`src/rtl/acc_thread_scheduler_pkg.sv`:
```
`default_nettype none
// ============================================================================
//  Module      : acc_thread_scheduler_pkg
//  Description : Shared definitions for the lookup-accelerator thread
//                scheduler: slot state encodings and the thread-id / action
//                width defaults that are also used by the accelerator.
//  Revision    : 1.0 - initial release
// ============================================================================
package acc_thread_scheduler_pkg;

    // Widths shared with the accelerator interface
    localparam int c_TID_WIDTH_DEFAULT   = 3;
    localparam int c_NUM_ACTIONS_DEFAULT = 4;

    // Per-thread request slot state
    typedef enum logic [1:0] {
        ST_IDLE     = 2'd0,
        ST_PENDING  = 2'd1,
        ST_INFLIGHT = 2'd2,
        ST_DONE     = 2'd3
    } slot_state_e;

endpackage : acc_thread_scheduler_pkg
`default_nettype wire

```
`src/rtl/rr_arbiter.sv`:
```
`default_nettype none
// ============================================================================
//  Module      : rr_arbiter
//  Description : Combinational round-robin arbiter. Searches i_req starting
//                at i_ptr, wrapping NUM_THREADS-1 -> 0, and returns the first
//                requester as a one-hot grant plus its encoded index.
//  Ports       : i_req         - request vector
//                i_ptr         - index where the search starts
//                o_grant       - one-hot grant (all zero when no request)
//                o_grant_idx   - encoded index of the granted requester
//                o_grant_valid - a grant was made this cycle
//  Revision    : 1.0 - initial release
// ============================================================================
module rr_arbiter #(
    parameter int NUM_THREADS = 8,
    parameter int IDX_WIDTH   = $clog2(NUM_THREADS)
) (
    input  logic [NUM_THREADS-1:0] i_req,
    input  logic [IDX_WIDTH-1:0]   i_ptr,
    output logic [NUM_THREADS-1:0] o_grant,
    output logic [IDX_WIDTH-1:0]   o_grant_idx,
    output logic                   o_grant_valid
);

    always_comb begin
        int cand;
        cand          = 0;
        o_grant       = '0;
        o_grant_idx   = '0;
        o_grant_valid = 1'b0;
        for (int i = 0; i < NUM_THREADS; i++) begin
            cand = int'(i_ptr) + i;
            if (cand >= NUM_THREADS) begin
                cand = cand - NUM_THREADS;
            end
            // First hit along the rotated order wins; later hits are ignored
            if (!o_grant_valid && i_req[cand]) begin
                o_grant_valid = 1'b1;
                o_grant[cand] = 1'b1;
                o_grant_idx   = IDX_WIDTH'(cand);
            end
        end
    end

endmodule : rr_arbiter
`default_nettype wire

```
`src/rtl/acc_thread_scheduler.sv`:
```
`default_nettype none
// ============================================================================
//  Module      : acc_thread_scheduler
//  Description : Upstream feeder for the source-IP lookup accelerator.
//                Holds one request slot per hardware thread, issues pending
//                requests round-robin (at most one per cycle, none while the
//                flow table is being programmed), routes results back by
//                thread id and forces a slot DONE with an error if its
//                result does not return within TIMEOUT cycles.
//  Ports       : clk, reset_n                  - clock, async active-low reset
//                req_valid/req_ip/req_ack      - per-thread request capture
//                rsp_valid/action/match/err    - per-thread held result
//                rsp_ack                       - thread consumed its result
//                ft_busy                       - inhibit new issue
//                acc_ip/acc_tid/acc_start      - issue to accelerator
//                acc_done/done_tid/action/match- result from accelerator
//                stray_done                    - result for a non-INFLIGHT slot
//  Revision    : 1.0 - initial release
// ============================================================================
module acc_thread_scheduler
    import acc_thread_scheduler_pkg::*;
#(
    parameter int NUM_THREADS = 8,
    parameter int TID_WIDTH   = c_TID_WIDTH_DEFAULT,
    parameter int NUM_ACTIONS = c_NUM_ACTIONS_DEFAULT,
    parameter int TIMEOUT     = 15
) (
    input  logic                               clk,
    input  logic                               reset_n,
    input  logic [NUM_THREADS-1:0]             req_valid,
    input  logic [32*NUM_THREADS-1:0]          req_ip,
    output logic [NUM_THREADS-1:0]             req_ack,
    output logic [NUM_THREADS-1:0]             rsp_valid,
    output logic [NUM_ACTIONS*NUM_THREADS-1:0] rsp_action,
    output logic [NUM_THREADS-1:0]             rsp_match,
    output logic [NUM_THREADS-1:0]             rsp_err,
    input  logic [NUM_THREADS-1:0]             rsp_ack,
    input  logic                               ft_busy,
    output logic [31:0]                        acc_ip,
    output logic [TID_WIDTH-1:0]               acc_tid,
    output logic                               acc_start,
    input  logic                               acc_done,
    input  logic [TID_WIDTH-1:0]               acc_done_tid,
    input  logic [NUM_ACTIONS-1:0]             acc_action,
    input  logic                               acc_match,
    output logic                               stray_done
);

    localparam int                   c_TMR_W    = $clog2(TIMEOUT + 1);
    localparam logic [c_TMR_W-1:0]   c_TMR_MAX  = c_TMR_W'(TIMEOUT);
    localparam logic [TID_WIDTH-1:0] c_LAST_IDX = TID_WIDTH'(NUM_THREADS - 1);

    logic [NUM_THREADS-1:0] w_pending;
    logic [NUM_THREADS-1:0] w_inflight;
    logic [NUM_THREADS-1:0] w_arb_req;
    logic [NUM_THREADS-1:0] w_grant;
    logic [TID_WIDTH-1:0]   w_grant_idx;
    logic                   w_grant_valid;
    logic [TID_WIDTH-1:0]   r_ptr;
    logic                   w_stray;
    logic [31:0]            w_ip_arr [NUM_THREADS];

    // ------------------------------------------------------------------
    // Issue arbitration: only PENDING slots compete, and nobody competes
    // while the flow table is being programmed.
    // ------------------------------------------------------------------
    assign w_arb_req = w_pending & {NUM_THREADS{~ft_busy}};

    rr_arbiter #(
        .NUM_THREADS (NUM_THREADS),
        .IDX_WIDTH   (TID_WIDTH)
    ) u_rr_arbiter (
        .i_req         (w_arb_req),
        .i_ptr         (r_ptr),
        .o_grant       (w_grant),
        .o_grant_idx   (w_grant_idx),
        .o_grant_valid (w_grant_valid)
    );

    // A return is stray when its slot is not waiting for one (late return
    // after timeout, or a result outliving a reset).
    assign w_stray = acc_done && !w_inflight[acc_done_tid];

    always_ff @(posedge clk or negedge reset_n) begin
        if (!reset_n) begin
            r_ptr      <= '0;
            acc_start  <= 1'b0;
            acc_tid    <= '0;
            acc_ip     <= '0;
            stray_done <= 1'b0;
        end else begin
            acc_start  <= w_grant_valid;
            stray_done <= w_stray;
            if (w_grant_valid) begin
                acc_tid <= w_grant_idx;
                acc_ip  <= w_ip_arr[w_grant_idx];
                r_ptr   <= (w_grant_idx == c_LAST_IDX) ? '0 : w_grant_idx + 1'b1;
            end
        end
    end

    // ------------------------------------------------------------------
    // Per-thread slot: state machine, timeout timer and result registers
    // ------------------------------------------------------------------
    for (genvar t = 0; t < NUM_THREADS; t++) begin : g_slot
        slot_state_e             r_state;
        slot_state_e             w_state_next;
        logic [31:0]             r_ip;
        logic [c_TMR_W-1:0]      r_timer;
        logic [NUM_ACTIONS-1:0]  r_action;
        logic                    r_match;
        logic                    r_err;
        logic                    r_req_ack;
        logic                    w_hit;
        logic                    w_capture;
        logic                    w_finish_ok;
        logic                    w_finish_to;
        logic                    w_release;

        assign w_hit = acc_done && (acc_done_tid == TID_WIDTH'(t));

        always_comb begin
            w_state_next = r_state;
            w_capture    = 1'b0;
            w_finish_ok  = 1'b0;
            w_finish_to  = 1'b0;
            w_release    = 1'b0;
            case (r_state)
                ST_IDLE: begin
                    if (req_valid[t]) begin
                        w_state_next = ST_PENDING;
                        w_capture    = 1'b1;
                    end
                end
                ST_PENDING: begin
                    if (w_grant[t]) begin
                        w_state_next = ST_INFLIGHT;
                    end
                end
                ST_INFLIGHT: begin
                    // A real result landing on the timeout edge takes priority
                    if (w_hit) begin
                        w_state_next = ST_DONE;
                        w_finish_ok  = 1'b1;
                    end else if (r_timer == c_TMR_MAX) begin
                        w_state_next = ST_DONE;
                        w_finish_to  = 1'b1;
                    end
                end
                ST_DONE: begin
                    // req_valid is not looked at here: a same-edge re-request
                    // is picked up from IDLE on the following edge.
                    if (rsp_ack[t]) begin
                        w_state_next = ST_IDLE;
                        w_release    = 1'b1;
                    end
                end
                default: begin
                    w_state_next = ST_IDLE;
                end
            endcase
        end

        always_ff @(posedge clk or negedge reset_n) begin
            if (!reset_n) begin
                r_state   <= ST_IDLE;
                r_ip      <= '0;
                r_timer   <= '0;
                r_action  <= '0;
                r_match   <= 1'b0;
                r_err     <= 1'b0;
                r_req_ack <= 1'b0;
            end else begin
                r_state   <= w_state_next;
                r_req_ack <= w_capture;
                if (w_capture) begin
                    r_ip <= req_ip[32*t +: 32];
                end
                if (w_grant[t]) begin
                    r_timer <= '0;
                end else if ((r_state == ST_INFLIGHT) && (r_timer != c_TMR_MAX)) begin
                    r_timer <= r_timer + 1'b1;
                end
                if (w_finish_ok) begin
                    r_action <= acc_action;
                    r_match  <= acc_match;
                    r_err    <= 1'b0;
                end else if (w_finish_to) begin
                    r_action <= '0;
                    r_match  <= 1'b0;
                    r_err    <= 1'b1;
                end else if (w_release) begin
                    r_action <= '0;
                    r_match  <= 1'b0;
                    r_err    <= 1'b0;
                end
            end
        end

        assign w_pending[t]                          = (r_state == ST_PENDING);
        assign w_inflight[t]                         = (r_state == ST_INFLIGHT);
        assign w_ip_arr[t]                           = r_ip;
        assign req_ack[t]                            = r_req_ack;
        assign rsp_valid[t]                          = (r_state == ST_DONE);
        assign rsp_action[NUM_ACTIONS*t +: NUM_ACTIONS] = r_action;
        assign rsp_match[t]                          = r_match;
        assign rsp_err[t]                            = r_err;
    end

endmodule : acc_thread_scheduler
`default_nettype wire
```
`config.mk`:
```
export PLATFORM = sky130hd
export DESIGN_NAME = acc_thread_scheduler
export DESIGN_NICKNAME = d
export VERILOG_FILES = /design/src/rtl/acc_thread_scheduler_pkg.sv /design/src/rtl/rr_arbiter.sv /design/src/rtl/acc_thread_scheduler.sv
export SDC_FILE = /design/constraint.sdc
export NUM_CORES = 1
export LEC_CHECK = 0
export CORE_MARGIN = 3
export CORE_UTILIZATION = 48
export DETAILED_ROUTE_END_ITERATION = 7
export HOLD_SLACK_MARGIN = 0.12
export PLACE_DENSITY = 0.78
export SYNTH_ARGS = -nofsm -noshare
export SYNTH_HDL_FRONTEND = slang
export SYNTH_SLANG_ARGS = --single-unit
```
`constraint.sdc`:
```
create_clock -name clk -period 4.4 [get_ports clk]
set_input_delay 0.44 -clock clk [delete_from_list [all_inputs] [get_ports clk]]
set_output_delay 0.44 -clock clk [all_outputs]
set_load 0.005 [all_outputs]
```
==> summary.txt <==
Drt
  – DR vias/cell: 5.84
  – Post-DR wirelength/cell: between 20 and 25 um
  – DRC: 0
  – WL final: 61700 um
  – DRT Pass-1 Iters: 7
  – Number of DRC markers in iteration 0: ~1200
  – Vias: ~15000
  – Final ANT Viol Nets: 0

CTS
  – Worst skew pair latency: 580 ps
  – Number of CTS-inserted buffers: 44
  – H-tree levels: 2
  – Clock Root Buffer: clkbuf_16
  – Clock-pin slew on the worst setup and hold paths: 60 ps
  – Max clock buf depth: 3
  – CTS tree: built
  – Sink Count: 400

Synthesis
  – Synth Register Bits: 400
  – Distinct cells, synth: 70
  – Synth cell count leaders: dfrtp_1 (400), mux2_2 (260), inv_1 (96), nand2_1 (94), mux2i_1 (88)
  – Top_reg_cell synth: dfrtp_1
  – Seq/Total Area, Yosys: 50.0%
  – Syn Nets: 2031
  – Yosys warns: 0
  – Most frequent cell after synthesis: dfrtp_1
  – Post-synth EDFFs: 0
  – Ys async rst share: 100%
  – Top cells by area, synth: dfrtp_1 (50%), mux2_2 (15%), mux2i_1 (4.4%), ha_1 (3.6%), inv_1 (1.8%)
  – Syn_area_per_cell: 11.9 um2
  – Synthesized netlist cell count: 1689
  – Synth top area share: 50.0%
  – Mapped Area: 0.0200 mm2
  – Area leader, netlist: dfrtp_1

Setup path
  – Depth of the worst register-to-register path: 12
  – Critical path launch point type: flop
  – FF-to-FF End: acc_ip[30]
  – CP Capture Type: flop
  – Worst-path fanout max: 50
  – CP Launch Point: r_ptr[0]
  – Crit path required time: 4840 ps
  – Crit path DAT: 4640 ps
  – Crit Path Category: flop to flop
  – Worst R2R Setup Slack: 200 ps
  – Worst reg2reg startpoint: r_ptr[0]

Global route
  – Vias in the first global route: roughly 16000
  – Initial antenna violation count: 17
  – GRT Resource Usage Total: 27.6%
  – First-pass GRT wire length: roughly 94000 um
  – Largest net degree at the start of global routing: 116
  – Gr ovfl total: 0

STA
  – Fmax: about 240 MHz
  – Setup violators final: 0
  – Worst-margin pin slew: between 1000 and 1500 ps
  – Relative slew margins: 22.0%
  – Hold Slack: between 400 and 500 ps
  – Setup ws final: 196 ps
  – Setup TNS: 0 ps
  – Clock skew: 23.1 ps
  – Slew Limit Fails: 0
  – Final Hold Viols: 0
  – Tmin final: 4200 ps
  – Tcrit/Tclk final: 95.6%
  – RSZ-0062 raised after global routing: false

Floorplan
  – Core Rows: 74
  – DIE WIDTH: 210 um
  – # IOs: 385
  – Die height: roughly 210 um
  – Core box area: 0.0410 mm2
  – Initial Utilization: around 49%
  – Die area: 0.0442 mm2

Placed design
  – Gp weighted congestion: 0.889
  – Place WS: 50.5 ps
  – HPWL after DPL: roughly 45000 um
  – # port buffers: 384

Pwr
  – Lkg Pwr: 11.1 nW
  – Sw Pwr: between 0.01 and 0.015 W
  – Pint: 0.0147 W
  – Clk network pwr share: 14.9%
  – Switching Share: 42.3%
  – Comb power frac: 59.7%
  – Peak VDD IR: 0.887 mV
  – Sequential share of power: 25.4%
  – Power Dens Cells: 983 mW/mm2

Cells and area
  – # fillers: 3165
  – P&R area growth vs syn: 29.3%
  – NumNets Final: 2375
  – Fraction of layout cells with a size suffix above 1: 19.9%

Run
  – Max_cap viols: 0

Min path
  – WHS Path Cells: 3
  – Worst Hold Class: input pin to flop
  – Min-Delay Endpoint: g_slot[7].r_ip[12]
  – HP Start: req_ip[236]

Outcome
  – Outcome: finished, final reports clean
-- cell type report --
type                       instances  area, um2  share of cell area, %
tap                              532        666                   2.57
multi-input combinational       1060       9030                   34.9
clock buffer                      63       1270                   4.92
antenna                           13       32.5                  0.126
inverter                         101        382                   1.47
sequential                       400      10000                   38.7
clock inverter                    16        223                  0.860
timing repair buffer             426       4270                   16.5
-- power groups by stage --
stage / registers (W) / logic (W) / clock network (W)
after floorplan: 0.00616 / 0.0106 / 0
final: 0.00646 / 0.0152 / 0.00380
after detailed placement: 0.00650 / 0.0150 / 0
after global placement: 0.00644 / 0.0147 / 0
after global routing: 0.00663 / 0.0164 / 0.00400
after CTS: 0.00645 / 0.0151 / 0.00386
-- state kept, by name, indices dropped and copies added (netlist names) --
signal	cells
g_slot.r_ip	256
acc_ip	32
g_slot.r_action	32
g_slot.r_timer	32
g_slot.r_state	16
g_slot.r_err	8
g_slot.r_match	8
g_slot.r_req_ack	8
acc_tid	3
r_ptr	3
acc_start	1
stray_done	1
-- worst max-delay path by stage --
| stage | slack (ps) | end | cells past startpoint |
|---|---|---|---|
| after CTS | 60 | acc_ip[28] | 12 |
| after floorplan | 20 | r_ptr[0] | 19 |
| final | 200 | acc_ip[30] | 12 |
| after global placement | 3 | acc_ip[28] | 12 |
| after detailed placement | 50 | acc_ip[28] | 13 |
| after global routing | 5 | acc_ip[24] | 12 |
-- placed cells by master, fill, tap and decap left out, types with 35 or more instances in the layout --
cell	count
o21ai_0	51
clkdlybuf4s50_1	383
ha_1	58
o211ai_1	35
inv_1	96
mux2_2	260
nand2_1	88
mux2i_1	88
a22o_1	41
a211oi_1	38
nor2_1	55
clkbuf_16	45
dfrtp_1	400
-- cell families after synthesis --
| kind of cell | share of synthesized area [%] |
|---|---|
| AOI/OAI and AO/OA | 11.8 |
| xor gates and xnor gates | 1.00 |
| adders and majority gates | 3.62 |
| buffers and inverters | 5.17 |
| DFF | 50.0 |
| muxes | 21.4 |
| and+or+nand+nor | 6.94 |
-- worst max-delay path, stage by stage, from the launching register on --
cell      delay [ps]
dfrtp_1          420
buf_4            360
mux2i_1          340
nor2_1           110
mux4_2           630
nor4b_4          400
buf_4            210
and2_1           150
o211a_2          230
clkbuf_8         390
o211ai_1         220
a32oi_1          440
o21ai_1          120
-- layer usage --
layer / up-vias / share of wire, % / track usage (%)
met1: 7705 / 41 / 35.4
li1: 6850 / - / -
met4: 16 / 2.9 / 8.93
met2: 561 / 48 / 45.7
met3: 113 / 8.2 / 7.64
met5: - / 0.18 / 0
-- per-stage QoR --
step / cells / cell area (um2) / utilization, % / total power [W]
final: 2611 / 25900 / 63.1 / 0.0254
after global placement: 2518 / 24300 / 59.3 / 0.0211
after CTS: 2598 / 25800 / 63.0 / 0.0254
after global routing: 2605 / 25900 / 63.1 / 0.0270
after floorplan: 1689 / 20000 / - / 0.0167
after detailed placement: 2518 / 24300 / 59.3 / 0.0215
-- what timing repair did --
action,4_1_cts,5_1_grt
buffers inserted,0,0
hold buffers,1,0
setup endpoints to repair,0,9
gates resized for setup,0,4
endpoints found under the hold margin,103,0
Note: power is estimated with default switching activity, not from simulation.
==> variant: new RTL, same settings <==
`NUM_THREADS` is set to 8 in 2 places; all go to 16.
--- a/src/rtl/rr_arbiter.sv
+++ b/src/rtl/rr_arbiter.sv
@@ -13,5 +13,5 @@
 // ============================================================================
 module rr_arbiter #(
-    parameter int NUM_THREADS = 8,
+    parameter int NUM_THREADS = 16,
     parameter int IDX_WIDTH   = $clog2(NUM_THREADS)
 ) (
--- a/src/rtl/acc_thread_scheduler.sv
+++ b/src/rtl/acc_thread_scheduler.sv
@@ -21,5 +21,5 @@
     import acc_thread_scheduler_pkg::*;
 #(
-    parameter int NUM_THREADS = 8,
+    parameter int NUM_THREADS = 16,
     parameter int TID_WIDTH   = c_TID_WIDTH_DEFAULT,
     parameter int NUM_ACTIONS = c_NUM_ACTIONS_DEFAULT,
Interface: changed (8 resized); port bits go from 385 to 721. The function was not compared with the original's and may differ.
==> variant against the original RTL <==
Wire length grew 57%. Sequential cell count increased by 104. Largest cell class is now multi-input combinational cells. Synthesized area is 34% higher. Setup slack got worse by 110 ps. Maximum frequency shrank 2.6%. Synthesized cell count increased by 38%. Cell area is 42% higher. Critical path depth is 5 higher. Critical path type unchanged. Worst hold slack better by 27 ps.
Power is not shown: default switching activity piles up to over one toggle a cycle in this logic, so the estimate is an artifact.
==> variant: results (changes against the original RTL) <==
* Final Skew at 22.2 ps (-0.856 ps)
* Global-route wire length before repair at 145000 um (+54%)
* Total GRT Usage at 31.7% (+4.1 points)
* Share of post-route cells with drive strength above 1 at 27.2% (+7.2 points)
* Final net count at 3631 (+53%)
* Yosys warns at 0 (unchanged)
* Worst path max stage delay at 540 ps (-90 ps)
* Initial DRC Count at 1787 (+44%)
* Sequential cell area fraction in the yosys report at 46.9% (-3.1 points)
* CTS resizes at 21 (+21)
* H-tree depth at 2 (unchanged)
* Syn nets at 3005 (+48%)
* Family with the most delay on the worst path: compound AO/OA/AOI/OAI gates
* Largest net degree at the start of global routing at 117 (+0.86%)
* HPWL Detailed at 71600 um (+60%)
* Inserted Clock Buffers at 52 (+18%)
* Synth cell types at 75 (+7.1%)
* Port Buf Inserts at 464 (+21%)
* Initial antenna violation count at 18 (+1)
* Antenna-violating nets left at 0 (unchanged)
* Crit path max fanout at 14 (-72%)
* Fraction of registers with async set/reset at 100% (unchanged)
* Synth top area cells: dfrtp_1 (47%), mux2_2 (12%), mux2i_1 (5.8%), ha_1 (5.4%), a22o_1 (3.2%)
* CTS max path bufs at 3 (unchanged)
* Top cells by count, synth: dfrtp_1 (504), mux2_2 (283), mux2i_1 (156)
* CP max-delay cell: mux4_2
* Post-cts hold buffer count at 1 (unchanged)
* Pre-antenna DRT Iters at 7 (unchanged)
* Worst EP arrival at 4790 ps (+150 ps)
* Vias in the first global route at 23800 (+50%)
* Post-route DRC at 0 (unchanged)
* DR WL/cell at 25.7 um (+8.9%)
* HP Class: in -> reg
* Clock Latency Late Sink at 600 ps (+20 ps)
* GPL Wtd Cong at 0.974 (+9.5%)
* Post-CTS Setup Inserts at 3 (+3)
* Biggest regs: g_slot.r_ip (256), g_slot.r_action (64), g_slot.r_timer (64)
* Outcome: finished, final reports clean
* CTS root buffer: clkbuf_16
* Drt via density at 6.02 (+3.1%)
* CTS clock-pin slew for the worst setup and hold paths at approximately 70 ps
* Worst-margin pin slew at 1210 ps (+42.8 ps)
variant: cell type report:
cell class,instances,area (um2)
repair buffers,741,7110
fillers,4070,18700
flip-flops and latches,504,12600
well taps,748,936
inverters,112,432
clock inverters,26,348
diodes,13,32.5
clock buffers,69,1480
multi-input cells,1548,13700
variant: worst paths after layout:
path                        startpoint  slack (ps)                     end  cells past startpoint
max                           r_ptr[1]          80              acc_ip[13]                     17
min                        req_ip[218]         450      g_slot[6].r_ip[26]                      2
max reg2reg                   r_ptr[1]          80              acc_ip[13]                     17
min reg2reg                  acc_ip[1]         500               acc_ip[1]                      1
max in group asynchronous      reset_n        2740      g_slot[4].r_ip[17]                      3
min in group asynchronous      reset_n         500  g_slot[13].r_action[1]                      2
variant: cell families after synthesis:
group                    Yosys count  synth area share (%)
flip-flops                       504                  46.9
AO/OA/AOI/OAI                    485                  13.5
multiplexers                     467                  19.8
AND/OR/NAND/NOR                  447                  8.40
buffers and inverters            282                  4.92
adder cells (fa/ha/maj)          116                  5.39
XOR/XNOR                          32                  1.04
variant: metrics by stage:
step | instance area, um2 | worst slack, ps | instances | hold slack, ps | util [%]
after floorplan | 27200 | -49.9 | 2333 | 144 | -
after global placement | 33900 | -276 | 3627 | 471 | 61.2
after detailed placement | 33900 | -291 | 3627 | 476 | 61.2
after CTS | 35900 | -42.6 | 3727 | 419 | 64.8
after global routing | 36600 | -69.0 | 3757 | 433 | 66.2
final | 36600 | 83.1 | 3761 | 445 | 66.3
variant: layer usage:
| layer | up-vias | track usage, % | share of wire (%) |
|---|---|---|---|
| li1 | 9842 | - | - |
| met1 | 11400 | 38.4 | 38 |
| met2 | 1097 | 53.5 | 48 |
| met3 | 272 | 8.03 | 8.5 |
| met4 | 12 | 14.1 | 5.1 |
| met5 | - | 0 | 0.083 |
